--- config.mk ---
export PLATFORM = sky130hd
export DESIGN_NAME = aes_capture_sequencer
export DESIGN_NICKNAME = d
export VERILOG_FILES = /design/src/rtl/aes_seq_pkg.sv /design/src/rtl/seq_down_counter.sv /design/src/rtl/aes_capture_sequencer.sv
export SDC_FILE = /design/constraint.sdc
export NUM_CORES = 1
export LEC_CHECK = 0
export ABC_AREA = 1
export BUFFER_PORTS_ARGS = -buffer_cell sky130_fd_sc_hd__buf_2
export CORE_AREA = 2 2 320 322
export CTS_BUF_LIST = sky130_fd_sc_hd__clkbuf_8 sky130_fd_sc_hd__clkbuf_16
export DETAILED_ROUTE_END_ITERATION = 8
export DIE_AREA = 0 0 322 324
export GPL_ROUTABILITY_DRIVEN = 0
export REMOVE_ABC_BUFFERS = 1
export SYNTH_ARGS = -nofsm -noshare
export SYNTH_HDL_FRONTEND = slang
export SYNTH_SLANG_ARGS = --single-unit
export TNS_END_PERCENT = 30
--- constraint.sdc ---
create_clock -name CLK -period 3.5 [get_ports CLK]
set_input_delay 0.35 -clock CLK [delete_from_list [all_inputs] [get_ports CLK]]
set_output_delay 0.35 -clock CLK [all_outputs]
set_load 0.01 [all_outputs]
--- src/rtl/aes_seq_pkg.sv ---
// Shared types and defaults for the AES capture campaign sequencer.
package aes_seq_pkg;

    localparam int TIMEOUT_DEFAULT = 1024;

    typedef logic [127:0] block_t;

    typedef enum logic [2:0] {
        S_IDLE       = 3'd0,
        S_KEY_LOAD   = 3'd1,
        S_KEY_WAIT   = 3'd2,
        S_DATA_ISSUE = 3'd3,
        S_DATA_WAIT  = 3'd4,
        S_GAP        = 3'd5,
        S_DONE       = 3'd6
    } seq_state_e;

endpackage

--- src/rtl/seq_down_counter.sv ---
// Loadable down-counter with zero flag; saturates at zero, load wins over decrement.
module seq_down_counter #(
    parameter int W = 16
) (
    input  logic         CLK,
    input  logic         RSTn,
    input  logic         load,
    input  logic [W-1:0] load_val,
    input  logic         dec,
    output logic         zero
);

    logic [W-1:0] count;

    always_ff @(posedge CLK) begin
        if (!RSTn)
            count <= '0;
        else if (load)
            count <= load_val;
        else if (dec && (count != '0))
            count <= count - W'(1);
    end

    assign zero = (count == '0);

endmodule

--- src/rtl/aes_capture_sequencer.sv ---
// Campaign controller: loads one key into the AES core, then runs num_enc
// encryptions with scope trigger framing and a programmable re-arm gap.
module aes_capture_sequencer
    import aes_seq_pkg::*;
#(
    parameter int CNT_W   = 16,
    parameter int GAP_W   = 16,
    parameter int TIMEOUT = TIMEOUT_DEFAULT
) (
    input  logic             CLK,
    input  logic             RSTn,
    input  logic             start,
    input  logic             abort,
    input  logic [127:0]     key,
    input  logic [127:0]     pt_seed,
    input  logic [CNT_W-1:0] num_enc,
    input  logic             chain_mode,
    input  logic [GAP_W-1:0] gap_cycles,
    output logic             busy,
    output logic             done,
    output logic [CNT_W-1:0] enc_count,
    output logic [127:0]     ct_last,
    output logic             trigger,
    output logic             err_timeout,
    output logic             core_en,
    output logic [127:0]     core_kin,
    output logic             core_krdy,
    input  logic             core_kvld,
    output logic [127:0]     core_din,
    output logic             core_drdy,
    input  logic [127:0]     core_dout,
    input  logic             core_dvld,
    input  logic             core_bsy
);

    localparam int              WD_W    = $clog2(TIMEOUT) + 1;
    localparam logic [WD_W-1:0] WD_LOAD = WD_W'(TIMEOUT - 1);

    seq_state_e       state, state_d;
    block_t           key_q, pt_q;
    logic [CNT_W-1:0] num_q, cnt_inc;
    logic [GAP_W-1:0] gap_q;
    logic             chain_q, drdy_q;

    logic accept, issue, dvld_ok, last_enc, in_wait, wd_expire;
    logic gap_load, wd_load, gap_zero, wd_zero;

    assign accept    = (state == S_IDLE) && start && !abort;
    assign issue     = (state == S_DATA_ISSUE) && !core_bsy;
    assign dvld_ok   = (state == S_DATA_WAIT) && core_dvld;
    assign cnt_inc   = enc_count + CNT_W'(1);
    assign last_enc  = (cnt_inc == num_q);
    assign in_wait   = (state == S_KEY_WAIT) || (state == S_DATA_WAIT);
    // A handshake arriving on the expiry cycle wins over the watchdog.
    assign wd_expire = wd_zero && (((state == S_KEY_WAIT) && !core_kvld) ||
                                   ((state == S_DATA_WAIT) && !core_dvld));
    assign gap_load  = dvld_ok && !last_enc && (gap_q != '0);
    assign wd_load   = (state == S_KEY_LOAD) || issue;

    // Loaded with N-1 so the zero flag marks the N-th cycle in the state.
    seq_down_counter #(.W(GAP_W)) u_gap_cnt (
        .CLK      (CLK),
        .RSTn     (RSTn),
        .load     (gap_load),
        .load_val (gap_q - GAP_W'(1)),
        .dec      (state == S_GAP),
        .zero     (gap_zero)
    );

    seq_down_counter #(.W(WD_W)) u_wd_cnt (
        .CLK      (CLK),
        .RSTn     (RSTn),
        .load     (wd_load),
        .load_val (WD_LOAD),
        .dec      (in_wait),
        .zero     (wd_zero)
    );

    always_ff @(posedge CLK) begin
        if (!RSTn)
            state <= S_IDLE;
        else
            state <= state_d;
    end

    always_comb begin
        state_d   = state;
        busy      = (state != S_IDLE);
        core_en   = (state != S_IDLE);
        core_krdy = (state == S_KEY_LOAD);
        done      = (state == S_DONE) && !abort;
        unique case (state)
            S_IDLE:       if (accept) state_d = (num_enc == '0) ? S_DONE : S_KEY_LOAD;
            S_KEY_LOAD:   state_d = S_KEY_WAIT;
            S_KEY_WAIT: begin
                if (core_kvld)      state_d = S_DATA_ISSUE;
                else if (wd_expire) state_d = S_DONE;
            end
            S_DATA_ISSUE: if (!core_bsy) state_d = S_DATA_WAIT;
            S_DATA_WAIT: begin
                if (core_dvld) begin
                    if (last_enc)          state_d = S_DONE;
                    else if (gap_q == '0)  state_d = S_DATA_ISSUE;
                    else                   state_d = S_GAP;
                end else if (wd_expire) begin
                    state_d = S_DONE;
                end
            end
            S_GAP:        if (gap_zero) state_d = S_DATA_ISSUE;
            S_DONE:       state_d = S_IDLE;
            default:      state_d = S_IDLE;
        endcase
        if (abort && (state != S_IDLE))
            state_d = S_IDLE;
    end

    // core_drdy and trigger are both set by the issue decision, so the core
    // sees data-ready in the first DATA_WAIT cycle, aligned with the trigger edge.
    always_ff @(posedge CLK) begin
        if (!RSTn) begin
            key_q       <= '0;
            pt_q        <= '0;
            num_q       <= '0;
            gap_q       <= '0;
            chain_q     <= 1'b0;
            drdy_q      <= 1'b0;
            enc_count   <= '0;
            ct_last     <= '0;
            err_timeout <= 1'b0;
            trigger     <= 1'b0;
        end else begin
            drdy_q <= issue && !abort;
            if (accept) begin
                key_q       <= key;
                pt_q        <= pt_seed;
                num_q       <= num_enc;
                gap_q       <= gap_cycles;
                chain_q     <= chain_mode;
                enc_count   <= '0;
                err_timeout <= 1'b0;
            end else if (abort) begin
                trigger <= 1'b0;
            end else begin
                if (dvld_ok) begin
                    ct_last   <= core_dout;
                    enc_count <= cnt_inc;
                    if (chain_q)
                        pt_q <= core_dout;
                end
                if (wd_expire)
                    err_timeout <= 1'b1;
                if (issue)
                    trigger <= 1'b1;
                else if (dvld_ok || wd_expire)
                    trigger <= 1'b0;
            end
        end
    end

    assign core_kin  = key_q;
    assign core_din  = pt_q;
    assign core_drdy = drdy_q;

endmodule

# Word level (Yosys, flattened, before mapping)
# Cells that the tools add are included.
# word_totals
reg_bits	466
input_bits	424
out_inout_bits	407
elab_cells	99
# classes
n_addsub	4
eq_ne	11
n_mux	21
bitwise	3
reduce_logical	46
# ops
cell	n
2-to-1 mux 128 bit	4
zero test 16 bit	3
2-to-1 mux 16 bit	2
nonzero test 16 bit	2
subtractor 16 x 1 -> 16 bit, second input constant	2
2-to-1 mux 3 bit	9
2-to-1 mux 10 bit	2
one-hot mux 3 bit (6 select lines)	1
adder 16 x 1 -> 16 bit, second input constant	1
equality test 16 bit	1
logical AND 1 bit	14
zero test 11 bit	1
nonzero test 11 bit	1
subtractor 11 x 1 -> 11 bit, second input constant	1
equality test 3 bit, second input constant	3
AND reduction 3 bit	3
nonzero test 2 bit	4
equality test 3 x 2 -> 1 bit, second input constant	2
!= test 2 bit, second input constant	3
AND reduction 2 bit	3
nonzero test 3 bit	2
OR reduction 2 bit	3
zero test 1 bit	5
logical OR 1 bit	4
other kinds (5)	9

# Logic depth before layout (Yosys ltp)
# logic_depth
word_depth	8
mapped_depth	24
ltp_nobuf	23

# Hierarchy
# From an unflattened synthesis, not the netlist that was laid out.
# unflattened
hier_cells	2647
area_unflattened_um2	19149.6
# by_module_without_submodules
module	instances	cells_each	area_per_inst_um2	seq_area_each_um2
aes_capture_sequencer	1	2309	17180.2	8788.4
seq_down_counter at u_gap_cnt	1	220	1206.2	320.3
seq_down_counter at u_wd_cnt	1	118	763.2	220.2

# Least setup slack after synthesis
# No wires, ideal clock.
# synth_timing
path_kind	register to register
startpoint	register enc_count[0]
endpoint	register u_gap_cnt.count[10]
setup_time_ps	109
t_arrival_ps	2632
t_required_ps	3391
slack_ps	759
stages_incl_launch_ff	21
n_path_buf	0
synth_period_minus_slack_ps	2741
path_cell_list	dfxtp_1 ha_1 nand3_1 or2_1 nand3_1 nand2_1 nor2_1 nand2_1 nor2_2 nand3_4 nand3_4 nand2_1 nand2_1 ha_1 nand2_2 nor2_4 nand2_1 o21ai_1 nand3_1 nand2_1 inv_1
# synth_via
elab_chain_cells	6
word_cells_on_any_way	7
classes_between	add/sub: 1; eq/ne: 1; mux: 1; reduce/logical: 4
# synth_lines
element	line	text
start: declaration	aes_capture_sequencer.sv:21	output logic [CNT_W-1:0] enc_count,
start signal: assignment	aes_capture_sequencer.sv:146	enc_count <= cnt_inc;
adder 16 x 1 -> 16 bit *	aes_capture_sequencer.sv:51	assign cnt_inc = enc_count + CNT_W'(1);
equality test 16 bit *	aes_capture_sequencer.sv:52	assign last_enc = (cnt_inc == num_q);
zero test 1 bit *	aes_capture_sequencer.sv:57	assign gap_load = dvld_ok && !last_enc && (gap_q != '0);
logical AND 1 bit * (2 in series)	aes_capture_sequencer.sv:57	
2-to-1 mux 16 bit or nonzero test 2 bit (tied branches)	-	
end signal: assignment	seq_down_counter.sv:19	count <= load_val;
end signal: assignment	seq_down_counter.sv:21	count <= count - W'(1);
end: declaration	seq_down_counter.sv:13	logic [W-1:0] count;
# Every way passes the cells marked *; elsewhere a longest branch is shown, timed or not.
# A chain may end at the register's enable or synchronous reset.

# Worst setup path in the final report
# layout_timing
startpoint	register enc_count[1]
endpoint	register u_gap_cnt.count[14]
# Same word-level chain as after synthesis.

==> results.yml <==
die:
  pin_count: 831
  core_region_area_sq_mm: 0.1010
  rows: 117
  die_area_sq_mm: 0.1043
  die_x_microns: 322
  initial_core_util_pct: 18.39
  die-height_microns: 324
timing:
  finClkSkew_ns: 0.01419
  rsz0062_at_grt: "false"
  slew_headroom_pct: 31.63
  fin_hold_ws_ns: 0.05297
  worstMarginPinSlew_ns: 1.026
  fin_ws_ns: 0.3916
  fmax_ghz: 0.3217
  setup_viol: 0
  drv_slew: 0
  tns_ns: 0
  period_share_pct: 88.81
  period_minus_slack_ns: 3.108
  hold_viol_final: 0
setup_path:
  r2r_start: "enc_count[1]"
  crit_buf_inv: 3
  slowest_stage: "dfxtp_1"
  cp-end-kind: "flip-flop"
  critical_path.max_fanout: 17
  critical_path.top_delay_family: "simple AND/OR/NAND/NOR gates"
  crit_path_frequent_cell: "nand2_1"
  r2r_slack_ns: 0.39
  worst-setup-path-type: "flip-flop to flip-flop"
  crit_chain: "ha_1 > nand2_1 > nor2_2 > nand3_1 > inv_1 > nand2_1 > nand3_1 > nand2_1 > nand2_1 > nor2_2 > nand3_4 > buf_4 > nand4_1 > nand2_1 > ha_1 > nand2_2 > nor2_4 > nand2_1 > nor2_2 > nand3_1 > nand3_1 > nand2_1 > inv_1"
  crit_required_ns: 4.06
  cp.arrival_ns: 3.67
  startpoint_type: "flip-flop"
  slowest_delay_ns: 0.42
  r2r-end: "u_gap_cnt.count[14]"
  r2r_cells: 23
min_path:
  hold_path_class: "primary input to flip-flop"
  hold_depth: 3
  holdPathEnd: "ct_last[107]"
  min_from: "core_dout[107]"
job:
  drv_cap: 0
pwr:
  p_leak_nw: 14.08
  peakVddDrop_mv: 0.4053
  power_density_mw_per_mm2: 453.4
synthesis:
  yosys.area_share.simple_pct: 24.03
  synth-edff-count: 0
  ys_types: 40
  synthMuxAreaShare_pct: 0
  synthCells: 2540
  synth_seq_cells: 466
  synthAdderAreaFrac_pct: 0.2020
  synth_top_area_share_pct: 50.21
  yosys.area.top_type: "dfxtp_1"
  synth_compound_area_share_pct: 19.14
  synth-xor-area-share_pct: 0.4984
  yosysMostFrequentCell: "nand2_1"
  synth_top_family_by_area: "simple AND/OR/NAND/NOR gates"
  avgSynthCellArea_sq_um: 7.315
  synthFlopType: "dfxtp_1"
  synth.top_cells.by_count: "nand2_1, dfxtp_1, o21ai_0"
  netlist_area_sq_mm: 0.01858
  synthArstFlopShare_pct: 0
  yosysWarnings: 0
  ys_seq_area_share_pct: 50.21
  yosys-top-cells-area: "dfxtp_1, nand2_1, o21ai_0"
global_routing:
  grt_max_degree: 206
  grt_pass1_wl_mm: 121.8
  antenna_found_initial: 13
  grt_use_total_pct: 14.98
  grt_pass1_vias: 20933
  grt.overflow.total: 0
route:
  ant_nets: 0
  via_per_inst: 4.336
  dr.first_iter.drc_count: 1312
  routed-via-count: 21843
  post_drt_wl_per_cell_microns: 16.63
  wl_mm: 83.77
  drcViolationCount: 0
  dr.pass1.iters: 7
clocking:
  clk_root_buffer_cell: "clkbuf_16"
  cts_buffer_depth: 3
  numCtsBuffers: 54
  clk_pin_slew_ns: 0.06
  h-tree-depth: 2
  clock_latency_ns: 0.62
  clock-sinks: 466
  cts_tree: "yes"
final_layout:
  final_nets: 4105
  synthToLayoutAreaGrowth_pct: 60.81
  final_cells: 5038
  fin_util_pct: 29.58
  drive_gt1_share_pct: 27.00
placement:
  io_buffers: 830
  dpl.hpwl_mm: 57.98
  placedCellCount: 4534
  pre_cts_ws_ns: 0.2071
run_status:
  outcome: "complete, no violations"
==> cell usage in the layout, fill, tap and decap left out, drive strengths merged, types with 3 or more instances in the layout <==
cell type and instances:
nand2 690, nor2 323, a21oi 201, nor4 13, nand3 50, o21ai 322
xor2 8, nor3 6, a31oi 134, clkinv 16, diode 11, inv 115
o211ai 6, nand4 23, dfxtp 466, buf 865, ha 3, clkbuf 69
dlygate4sd3 396
==> layer usage <==
layer	part of all wire (%)	vias to the layer above	GRT usage, %
met2	46	982	24.02
met4	4.6	2	7.757
met5	0.016	-	0
li1	-	10674	-
met3	9.4	210	4.583
met1	40	9975	18.03
==> stage by stage <==
stage	power (W)	cell area [sq um]
3_5_place_dp	0.007613	24120
6_report	0.01355	29880
4_1_cts	0.01368	29830
2_1_floorplan	0.006730	17880
5_1_grt	0.01411	29860
3_3_place_gp	0.007602	24120
==> registers in the layout (all words and copies together), names as in the netlist <==
register         count
chain_q              1
core_din           128
core_drdy            1
core_kin           128
ct_last            128
enc_count           16
err_timeout          1
gap_q               16
num_q               16
state                3
trigger              1
u_gap_cnt.count     16
u_wd_cnt.count      11
==> how the worst max path moves through the flow <==
| stage | slack [ns] | cells after the start | end | start |
|---|---|---|---|---|
| floorplan | -12.85 | 9 | core_din[0] | state[0] |
| global placement | 0.26 | 20 | u_gap_cnt.count[14] | enc_count[1] |
| detailed placement | 0.21 | 19 | u_gap_cnt.count[14] | enc_count[1] |
| CTS | 0.19 | 19 | u_gap_cnt.count[14] | enc_count[1] |
| global route | 0.08 | 23 | u_gap_cnt.count[14] | enc_count[1] |
| finish | 0.39 | 23 | u_gap_cnt.count[14] | enc_count[1] |
==> cells by family after synthesis <==
| family | after synthesis |
|---|---|
| compound gates | 668 |
| xor+xnor | 9 |
| fa+ha+maj | 3 |
| buf+inv | 286 |
| flops | 466 |
| simple gates | 1108 |
==> timing repair <==
item,CTS,global route
hold endpoints to repair,396,0
gates resized for setup,0,3
setup buffers,0,1
setup endpoints to repair,0,11
hold buffers,396,0
==> where the power goes <==
part	internal, W	total [W]	switching, W
registers	0.00560	0.00576	0.000163
clock network	0.00326	0.00564	0.00238
logic	0.000946	0.00215	0.00120
total	0.00980	0.0135	0.00374
==> tightest hold or removal path: stages <==
cell and delay [ns]:
buf_2 0.13, nor2_1 0.06, nor2_1 0.09
==> cell type report <==
type,count,area (sq um)
inverters,106,415.4
fillers,10705,71130
multi-input cells,1788,8180
flip-flops and latches,466,9329
well taps,1309,1638
repair buffers,1262,8538
clock inverters,28,192.7
diodes,11,27.53
clock buffers,68,1555
Power figures use the tool's default switching activity.
